[config.mk]
export PLATFORM = sky130hd
export DESIGN_NAME = regfile_scan_engine_flat
export DESIGN_NICKNAME = d
export VERILOG_FILES = /design/src/rtl/regfile_scan_engine_if.sv /design/src/rtl/regfile_scan_engine.sv /design/src/flat_wrapper.sv
export SDC_FILE = /design/constraint.sdc
export NUM_CORES = 1
export LEC_CHECK = 0
export ABC_AREA = 1
export CORE_UTILIZATION = 48
export CTS_BUF_LIST = sky130_fd_sc_hd__clkbuf_2
export CTS_CLUSTER_DIAMETER = 80
export DETAILED_ROUTE_END_ITERATION = 6
export PLACE_DENSITY = 0.91
export REMOVE_ABC_BUFFERS = 1
export SETUP_SLACK_MARGIN = 0.5
export SLEW_MARGIN = 20
export SYNTH_ARGS = -nofsm -noshare
export SYNTH_HDL_FRONTEND = slang
export SYNTH_SLANG_ARGS = --single-unit
[constraint.sdc]
create_clock -name clk -period 3.68 [get_ports clk]
set_clock_uncertainty 0.05 [all_clocks]
set_input_delay 0.736 -clock clk [delete_from_list [all_inputs] [get_ports clk]]
set_output_delay 0.736 -clock clk [all_outputs]
set_load 0.005 [all_outputs]
[src/rtl/regfile_scan_engine_if.sv]
// Register-file and stream ports of the scan engine, bundled as one interface.
// Streams are valid/ready: a beat moves on a rising edge where both are high; the sender keeps data stable while valid is high and ready is low.
interface regfile_scan_engine_if #(
    parameter int DATA_W = 16,
    parameter int ADDR_W = 3
);
    logic [ADDR_W-1:0] rfReadAddr;
    logic [DATA_W-1:0] rfReadData;
    logic              rfWriteEn;
    logic [ADDR_W-1:0] rfWriteAddr;
    logic [DATA_W-1:0] rfWriteData;
    logic [DATA_W-1:0] outData;
    logic              outValid;
    logic              outReady;
    logic [DATA_W-1:0] inData;
    logic              inValid;
    logic              inReady;

    modport master (
        output rfReadAddr, rfWriteEn, rfWriteAddr, rfWriteData, outData, outValid, inReady,
        input  rfReadData, outReady, inData, inValid
    );

    modport slave (
        input  rfReadAddr, rfWriteEn, rfWriteAddr, rfWriteData, outData, outValid, inReady,
        output rfReadData, outReady, inData, inValid
    );
endinterface

[src/rtl/regfile_scan_engine.sv]
// Debug/boot sequencer: dumps a wrapping register range to a stream (DUMP)
// or writes stream words into that range (LOAD) through the register-file ports.
module regfile_scan_engine #(
    parameter int DATA_W = 16,
    parameter int ADDR_W = 3
) (
    input  logic                  clk,
    input  logic                  reset,
    input  logic                  start,
    input  logic                  mode,
    input  logic [ADDR_W-1:0]     firstAddr,
    input  logic [ADDR_W-1:0]     lastAddr,
    input  logic                  abort,
    output logic                  busy,
    output logic                  done,
    output logic [2:0]            stateDbg,
    regfile_scan_engine_if.master bus
);
    typedef enum logic [2:0] {
        IDLE       = 3'd0,
        DUMP_FETCH = 3'd1,
        DUMP_WAIT  = 3'd2,
        LOAD       = 3'd3,
        FINISH     = 3'd4
    } state_t;

    state_t            state;
    state_t            nextState;
    logic [ADDR_W-1:0] idx;
    logic [ADDR_W:0]   remaining;
    logic [ADDR_W-1:0] span;
    logic              startAcc;
    logic              outHs;
    logic              inHs;
    logic              lastWord;

    // Abort masks both handshakes so the word offered in that cycle is dropped.
    assign startAcc = (state == IDLE) && start;
    assign outHs    = (state == DUMP_WAIT) && bus.outReady && !abort;
    assign inHs     = (state == LOAD) && bus.inValid && !abort;
    assign lastWord = (remaining == (ADDR_W+1)'(1));
    assign span     = lastAddr - firstAddr;

    assign busy           = (state != IDLE);
    assign done           = (state == FINISH) && !abort;
    assign bus.inReady    = (state == LOAD);
    assign bus.rfReadAddr = idx;
    assign stateDbg       = state;

    always_ff @(posedge clk or posedge reset) begin
        if (reset) begin
            state <= IDLE;
        end else begin
            state <= nextState;
        end
    end

    always_comb begin
        nextState = state;
        case (state)
            IDLE:       if (start) nextState = mode ? LOAD : DUMP_FETCH;
            DUMP_FETCH: nextState = DUMP_WAIT;
            DUMP_WAIT:  if (outHs) nextState = lastWord ? FINISH : DUMP_FETCH;
            LOAD:       if (inHs && lastWord) nextState = FINISH;
            FINISH:     nextState = IDLE;
            default:    nextState = IDLE;
        endcase
        if (abort && (state != IDLE)) nextState = IDLE;
    end

    always_ff @(posedge clk or posedge reset) begin
        if (reset) begin
            idx             <= '0;
            remaining       <= '0;
            bus.outData     <= '0;
            bus.outValid    <= 1'b0;
            bus.rfWriteEn   <= 1'b0;
            bus.rfWriteAddr <= '0;
            bus.rfWriteData <= '0;
        end else begin
            bus.rfWriteEn <= inHs;

            // remaining spans 1..2^ADDR_W, hence the extra bit.
            if (startAcc) begin
                idx       <= firstAddr;
                remaining <= {1'b0, span} + (ADDR_W+1)'(1);
            end else if (outHs || inHs) begin
                idx       <= idx + ADDR_W'(1);
                remaining <= remaining - (ADDR_W+1)'(1);
            end

            if (inHs) begin
                bus.rfWriteAddr <= idx;
                bus.rfWriteData <= bus.inData;
            end

            if ((state == DUMP_FETCH) && !abort) begin
                bus.outData  <= bus.rfReadData;
                bus.outValid <= 1'b1;
            end else if (outHs || abort) begin
                bus.outValid <= 1'b0;
            end
        end
    end
endmodule
[src/flat_wrapper.sv]
// flat-port wrapper written by rule: the top's interface ports become plain ports
module regfile_scan_engine_flat 
#(
    parameter int DATA_W = 16,
    parameter int ADDR_W = 3
)
  (clk, reset, start, mode, firstAddr, lastAddr, abort, busy, done, stateDbg, bus_rfReadAddr, bus_rfWriteEn, bus_rfWriteAddr, bus_rfWriteData, bus_outData, bus_outValid, bus_inReady, bus_rfReadData, bus_outReady, bus_inData, bus_inValid);
  regfile_scan_engine_if #(.DATA_W(DATA_W), .ADDR_W(ADDR_W)) bus_i ();
  input  logic clk;
  input  logic reset;
  input  logic start;
  input  logic mode;
  input  logic [ADDR_W-1:0] firstAddr;
  input  logic [ADDR_W-1:0] lastAddr;
  input  logic abort;
  output logic busy;
  output logic done;
  output logic [2:0] stateDbg;
  output wire logic [$bits(bus_i.rfReadAddr)-1:0] bus_rfReadAddr;
  output wire logic [$bits(bus_i.rfWriteEn)-1:0] bus_rfWriteEn;
  output wire logic [$bits(bus_i.rfWriteAddr)-1:0] bus_rfWriteAddr;
  output wire logic [$bits(bus_i.rfWriteData)-1:0] bus_rfWriteData;
  output wire logic [$bits(bus_i.outData)-1:0] bus_outData;
  output wire logic [$bits(bus_i.outValid)-1:0] bus_outValid;
  output wire logic [$bits(bus_i.inReady)-1:0] bus_inReady;
  input wire logic [$bits(bus_i.rfReadData)-1:0] bus_rfReadData;
  input wire logic [$bits(bus_i.outReady)-1:0] bus_outReady;
  input wire logic [$bits(bus_i.inData)-1:0] bus_inData;
  input wire logic [$bits(bus_i.inValid)-1:0] bus_inValid;
  assign bus_rfReadAddr = bus_i.rfReadAddr;
  assign bus_rfWriteEn = bus_i.rfWriteEn;
  assign bus_rfWriteAddr = bus_i.rfWriteAddr;
  assign bus_rfWriteData = bus_i.rfWriteData;
  assign bus_outData = bus_i.outData;
  assign bus_outValid = bus_i.outValid;
  assign bus_inReady = bus_i.inReady;
  assign bus_i.rfReadData = bus_rfReadData;
  assign bus_i.outReady = bus_outReady;
  assign bus_i.inData = bus_inData;
  assign bus_i.inValid = bus_inValid;
  regfile_scan_engine #(.DATA_W(DATA_W), .ADDR_W(ADDR_W)) u_core (.clk(clk), .reset(reset), .start(start), .mode(mode), .firstAddr(firstAddr), .lastAddr(lastAddr), .abort(abort), .busy(busy), .done(done), .stateDbg(stateDbg), .bus(bus_i));
endmodule
==> run summary, run 1 <==
The flow ran to the end, but the final reports show violations. The final reports fail on design-rule violations. 0 antenna diodes ended up in the layout. The total of buffers placed on input and output ports came out at 90.

The initial antenna violation count was 0; the layout-stage area growth over the synthesis result was 43.7%. Number of global-route vias before repair: 1854. Sequential cells were found to cover 51.7% of the synthesized design area. During I/O placement, the number of pins put on the boundary was 91. Data arrives at the worst endpoint at 1920 ps.

The die covers 0.00502 mm². The worst pin sits at a relative slew slack of 37.4%. The die is 70.8 µm tall.

The post-synthesis cell type with the largest combined area was dfrtp_1. The commonest non-fill, non-tap cell in the layout is clkdlybuf4s50_1. The fraction of power consumed by sequential logic was 38.5%. The final critical path takes up 73.7% of the cycle.

Across the VDD grid, the largest voltage drop is 0.365 mV. The tree is rooted in a clkbuf_2. The worst setup path is launched from a primary input. Level count of the clock H-tree: 2.

In this run the cell area measured after placement is 0.00319 mm². For the number of distinct library cells after synthesis, the log shows 28. The post-detailed-route via-to-cell ratio works out to 4.87. The analysis attributes to net switching a power of 0.000790 W. The tightest min-delay check is of the reg -> reg type.

The length of the first detailed-routing pass in iterations was 6; the share of post-route cells with drive strength above 1 was 10.5%. The first global-routing pass estimated 8040 µm of wire. Summed over all layers, the global routing overflow is 0. Counting both buffers and inverters, the worst setup path holds a total of 2. The clock transition at the register clock pins on the worst setup and hold paths after CTS works out to 260 ps.

The number of placed instances, taps included, is 378. The number of DRC markers in iteration 0 is 75. Broken down by cell family, the worst path's largest delay share belongs to buffers and inverters. After clock tree synthesis, the repair step resized 0 gates. The internal power of the cells totals 0.00156 W.

For the clock insertion delay at the later pin of the skew report, the log shows 410 ps. The tool flagged a number of max-cap violations equal to 0. For the total DRC errors in the routed layout, the log shows 6.

Dividing the detail-routed wire length by the instance count gives 12.9 µm. Clock tree synthesis found a total of 47 sinks. Routability-driven placement finished with a final weighted congestion of 0.772. After routing the design area is 0.00327 mm². Cells fill 73.5% of the core in the end.

Walking the worst path, the cells encountered are clkdlybuf4s50_1, nor4_1, clkdlybuf4s50_1. For this design, the slowest cell found on the critical path is clkdlybuf4s50_1. For the number of hold-slack violations in the final timing report, the log shows 0. The shortest clock period the worst path allows after layout is 2710 ps, and the final total negative setup slack is 0 ps. The die is 70.8 µm wide.

The critical path is of the in -> out type. For the number of clock buffers inserted by TritonCTS, the log shows 5. The routed layout has 1878 vias. The effective utilization at floorplan is 51.2%.

The share of power burned in combinational logic was 49.1%; the warning count from the yosys run was 0. Power spread over the standard cell area amounts to 720 mW/mm². Net switching is 33.6% of the power.

In this design, the critical path's most frequently occurring cell is clkdlybuf4s50_1. Setup repair after global routing left no endpoint under its margin. The logs give 0 for the quantity of hold-fixing buffers added after cts and 48 for the largest net degree at the start of global routing. The top cell types in the final layout, fill and taps aside, are clkdlybuf4s50_1 (90), nand2_1 (88), dfrtp_1 (47). The tightest hold margin was 462 ps; the highest achievable clock rate was 369 MHz. Across every metal layer, demand over resource in global routing totals 20.5%. Synthesis produced a netlist whose cell count is 242. The largest incremental delay on the critical path came out at 540 ps.

Area share of the largest cell type after synthesis: 51.7%. The endpoint kind of the worst setup timing path was a primary output. Once layout is complete, the cells apart from fillers number 386. Dividing the synthesized area by the synthesized cell count gives 9.39 µm². The leakage power total was 1.60 nW; the placeable core area was 0.00444 mm².

Yosys attributes the largest share of cell area to dfrtp_1 (52%), nand2_1 (15%), mux2_4 (5.3%). The tools report the post-CTS repair timing setup buffer count as 0. Total of endpoints with negative setup slack in the final report: 0.

TritonCTS built the clock tree. The top fanout value on the critical path is 3, and the mapped cell area is 0.00227 mm². The clock passes through at most 2 buffers. The count of nets after finishing was 384; the wire length reported by the detailed router was 4970 µm. Data on the critical path is required at its endpoint by 2890 ps. In this run, the clock network consumes 12.4% of the power.

The HPWL reported at the end of detailed placement was 3760 µm. The synthesized design contains 47 register bits. Final-report max-slew violation count: 0. For the floorplan row count, the log shows 24. Once detail routing completed, the nets flagged for antenna violations numbered 0. At the pin with the least slew margin, the transition time is 938 ps.
-- final timing paths --
check,startpoint,to,slack [ps],depth (start not counted)
setup / recovery,abort,done,970,3
hold / removal,u_core.bus.rfWriteData[5]$_DFFE_PP0P_,u_core.bus.rfWriteData[5]$_DFFE_PP0P_,460,2
setup reg to reg,u_core.stateDbg[0]$_DFFE_PP0P_,u_core.bus.rfWriteData[9]$_DFFE_PP0P_,1950,6
hold reg to reg,u_core.bus.rfWriteData[5]$_DFFE_PP0P_,u_core.bus.rfWriteData[5]$_DFFE_PP0P_,460,2
max in group asynchronous,reset,u_core.bus.rfWriteData[1]$_DFFE_PP0P_,2220,2
min in group asynchronous,reset,u_core.bus.outData[14]$_DFFE_PP0P_,760,2
-- registers in the layout, indices dropped and copies added, names as in the netlist --
| register | flops |
|---|---|
| u_core.bus.rfReadAddr | 3 |
| u_core.bus.outData | 16 |
| u_core.stateDbg | 3 |
| u_core.bus.rfWriteEn | 1 |
| u_core.remaining | 4 |
| u_core.bus.rfWriteData | 16 |
| u_core.bus.outValid | 1 |
| u_core.bus.rfWriteAddr | 3 |
-- worst register-to-register path, delay by kind of cell (launching register included) --
family / cells / cell delay [ps]
simple gates: 5 / 700
flops: 1 / 580
buf+inv: 1 / 350
-- synth_stat cells, drive strengths merged --
cell / instances
nand2: 89
dfrtp: 47
inv: 27
nand3: 17
mux2: 16
o21ai: 15
nor2: 7
buf: 6
ha: 5
nand4: 3
nor3: 2
xnor2: 2
a21oi: 1
a31oi: 1
clkinv: 1
fa: 1
nor4: 1
or2: 1
-- layout make-up --
class,count,area [µm²]
Tap cell,52,65.1
Multi-Input combinational cell,161,947
Timing Repair Buffer,90,901
Clock buffer,5,25.0
Inverter,28,105
Sequential cell,47,1180
Clock inverter,3,47.5
Fill cell,359,1180
-- metal layers --
| metal | part of all wire, % | track usage, % |
|---|---|---|
| met1 | 43 | 23.6 |
| met2 | 52 | 37.6 |
| met3 | 4.8 | 5.84 |
| met4 | 0.28 | 4.67 |
| met5 | 0 | 0 |
-- metrics by stage --
stage / total power (W) / setup slack, ps
floorplan: 0.00146 / 1630
global placement: 0.00203 / 1010
detailed placement: 0.00208 / 984
CTS: 0.00238 / 975
global route: 0.00253 / 859
finish: 0.00235 / 969
-- power by group through the flow --
stage	clock network [W]	registers, W	logic, W
floorplan	0	0.000916	0.000547
global placement	0	0.000908	0.00112
detailed placement	0	0.000912	0.00117
CTS	0.000301	0.000906	0.00117
global route	0.000321	0.000935	0.00127
finish	0.000292	0.000906	0.00115
-- cell families after synthesis --
kind of cell | share of synthesized area (%)
simple gates | 24.1
mux | 9.25
fa+ha+maj | 3.63
flops | 51.7
buf+inv | 6.60
xor+xnor | 0.771
compound gates | 3.96
Power figures use the tool's default switching activity.
==> run 2, diff against run 1 <==
--- a/config.mk
+++ b/config.mk
@@ -6,11 +6,11 @@
 export NUM_CORES = 1
 export LEC_CHECK = 0
 export ABC_AREA = 1
-export CORE_UTILIZATION = 48
+export CORE_UTILIZATION = 40
 export CTS_BUF_LIST = sky130_fd_sc_hd__clkbuf_2
 export CTS_CLUSTER_DIAMETER = 80
 export DETAILED_ROUTE_END_ITERATION = 6
-export PLACE_DENSITY = 0.91
+export PLACE_DENSITY = 0.81
 export REMOVE_ABC_BUFFERS = 1
 export SETUP_SLACK_MARGIN = 0.5
 export SLEW_MARGIN = 20
==> constraint.sdc (replaced) <==
create_clock -name clk -period 2.38 [get_ports clk]
set_clock_uncertainty 0.05 [all_clocks]
set_input_delay 0.476 -clock clk [delete_from_list [all_inputs] [get_ports clk]]
set_output_delay 0.476 -clock clk [all_outputs]
set_load 0.005 [all_outputs]
==> run summary, run 2 (synthesized netlist as in run 1, its figures left out) <==
The first global-routing pass estimated 8970 µm of wire. After global routing the overflow that remains totals 0. The number of hold-slack violations in the final timing report came out at 0. The worst-margin pin slew was 309 ps; the floorplan row count was 27. Prior to clock tree synthesis, the placed netlist has a worst setup slack of 31.3 ps.

The post-detailed-route via-to-cell ratio works out to 4.65. For this run, global-route usage on met1 was measured as 22.9%. The library cell used as clock root buffer is clkbuf_2.

Timing would allow up to 516 MHz. At the end of routability-driven placement, the weighted congestion stood at 0.743. In this run the static leakage power is 2.14 nW. Clock tree synthesis inserted a total of 5 buffers.

The global routing stage identified its most utilized layer as met2. The tools report the effective utilization at floorplan as 41.3%. The clock sink count is 47.

The path class of the lowest-slack min-delay path was in -> async. Clock transition at the register clock pins on the worst setup and hold paths after CTS: 230 ps. The first routing iteration left 78 violations.

The die span in y works out to 77.4 µm. Of the cells placed in the final design, the portion with a size suffix greater than 1 is 22.5%. The tools report the worst slew margin relative to its limit as 79.4%. The antenna diode count is 0. Class of the most critical setup path: reg -> out. Total instance count after detailed placement: 400. The placed instances occupy a cell area of 0.00325 mm².

At the worst endpoint, the arrival time is 1410 ps. The initial antenna violation count was 0. The finished layout holds 436 standard cells, fillers aside. For this run, the post-layout net count is 415. Counting the fill cells in the layout gives 436.

Detailed routing inserted a total of 2027 vias. For the worst-case clock buffer depth, the log shows 2. The run finished with clean final reports. The startpoint kind of the worst setup timing path is a flip-flop.

The critical path goes through buf_6, nor4_4, buf_2. The library cells used most frequently in the layout, excluding fill and tap cells, are nand2_1 (87), dfrtp_1 (44), clkdlybuf4s50_1 (42). Data on the critical path is required at its endpoint by 1850 ps. For the worst-skew pair, the clock arrives at the later sink with an insertion delay of 400 ps. After detailed routing, the average wire length per cell comes to 12.7 µm.

For the routing usage on met3, the log shows 3.88%. The final critical-path share of the clock period is 81.4%, and the level count of the clock H-tree is 2. The first TritonRoute pass finished after 4 iterations. The final layout contains routed wiring with a total length of 5530 µm.

The routed design could run at a clock period as short as 1940 ps. The final total negative setup slack was 0 ps. In the final layout, the registers with the most flip-flops are u_core.bus.outData x16, u_core.bus.rfWriteData x16, u_core.remaining x4.

Detailed placement ended at an HPWL of 3740 µm. For met2 alone, demand over resource in global routing was 32.8%. Along the worst path, the maximum fanout reaches 3. Relative to the synthesized area, the layout overhead comes to 60.2%. The area of the die was 0.00599 mm²; the final total power was 0.00387 W.

Once detail routing completed, the nets flagged for antenna violations numbered 0. Measured along the x axis, the die boundary spans 77.4 µm. For the area of the multi-input gates, the log shows 0.00100 mm².

Setup repair after global routing could not meet its margin everywhere. Commonest non-fill, non-tap cell in the layout: nand2_1. The largest incremental delay on the critical path was 460 ps; the number of maximum-capacitance violations was 0. For the total of endpoints with negative setup slack in the final report, the log shows 0. The sequential cell area was 0.00118 mm²; the critical path buffer and inverter count was 2.

Placeable core area: 0.00551 mm². The run gives 48 as the largest net degree at the start of global routing. IR analysis of the VDD net gives a maximum drop of 0.471 mV. The highest-delay cell along the critical path is dfrtp_2.

For this design the ratio of total power to cell area is 1060 mW/mm². The total of buffers placed on input and output ports came out at 90. The cell family contributing the most delay on the critical path is flip-flops.

Number of global-route vias before repair: 2031. TritonCTS built the clock tree. The worst path meets setup with 442 ps of slack.

Final-report max-slew violation count: 0. With fillers left out, the area of the finished cells amounts to 0.00364 mm². The worst setup path is captured at a primary output. For this run, design rule violations remaining after detail routing come to 0. Global routing used 19.0% of the available tracks. The run gives 91 as the I/O pin count.
run 2: timing repair:
action                                  CTS  global route
gates resized for setup                  40            43
hold buffers                              0             0
setup buffers                            18            11
hold endpoints to repair                  0             0
pin swaps                                 3             7
endpoints found under the setup margin   23            35
run 2: per-layer routing:
| layer | vias to the layer above | part of all wire [%] |
|---|---|---|
| met2 | 54 | 52 |
| met4 | 0 | 1.6 |
| li1 | 1010 | - |
| met5 | - | 0 |
| met1 | 953 | 41 |
| met3 | 10 | 5.0 |
run 2: final timing paths:
check / from / end / slack [ps] / cells past startpoint
min: reset / u_core.stateDbg[0]$_DFFE_PP0P_ / 330 / 3
max reg2reg: u_core.stateDbg[1]$_DFFE_PP0P_ / u_core.bus.rfReadAddr[0]$_DFFE_PP0P_ / 590 / 10
min in group clk: firstAddr[0] / u_core.bus.rfReadAddr[0]$_DFFE_PP0P_ / 450 / 5
max in group asynchronous: reset / u_core.bus.outData[2]$_DFFE_PP0P_ / 1710 / 3
min reg2reg: u_core.bus.rfWriteData[11]$_DFFE_PP0P_ / u_core.bus.rfWriteData[11]$_DFFE_PP0P_ / 470 / 2
max: u_core.stateDbg[1]$_DFFE_PP0P_ / done / 440 / 3
run 2: cell type report:
type | count | area share, %
sequential | 47 | 32.4
multi-input combinational | 161 | 27.6
inverter | 28 | 2.95
clock buffer | 5 | 0.687
clock inverter | 2 | 1.03
tap | 72 | 2.47
timing repair buffer | 121 | 32.9
run 2: metrics by stage:
step | hold WS (ps) | utilization (%)
floorplan | 422 | -
global placement | 419 | 59.0
detailed placement | 418 | 59.0
CTS | 317 | 62.5
global route | 306 | 66.1
finish | 332 | 66.1
run 2: report_power, final:
group,internal (W),switching (W)
logic,0.00123,0.000870
registers,0.00116,0.000199
clock network,0.000171,0.000248
total,0.00255,0.00132
run 2: worst min-delay path: stages:
cell	delay, ps
clkdlybuf4s50_1	410
inv_2	80
buf_12	240
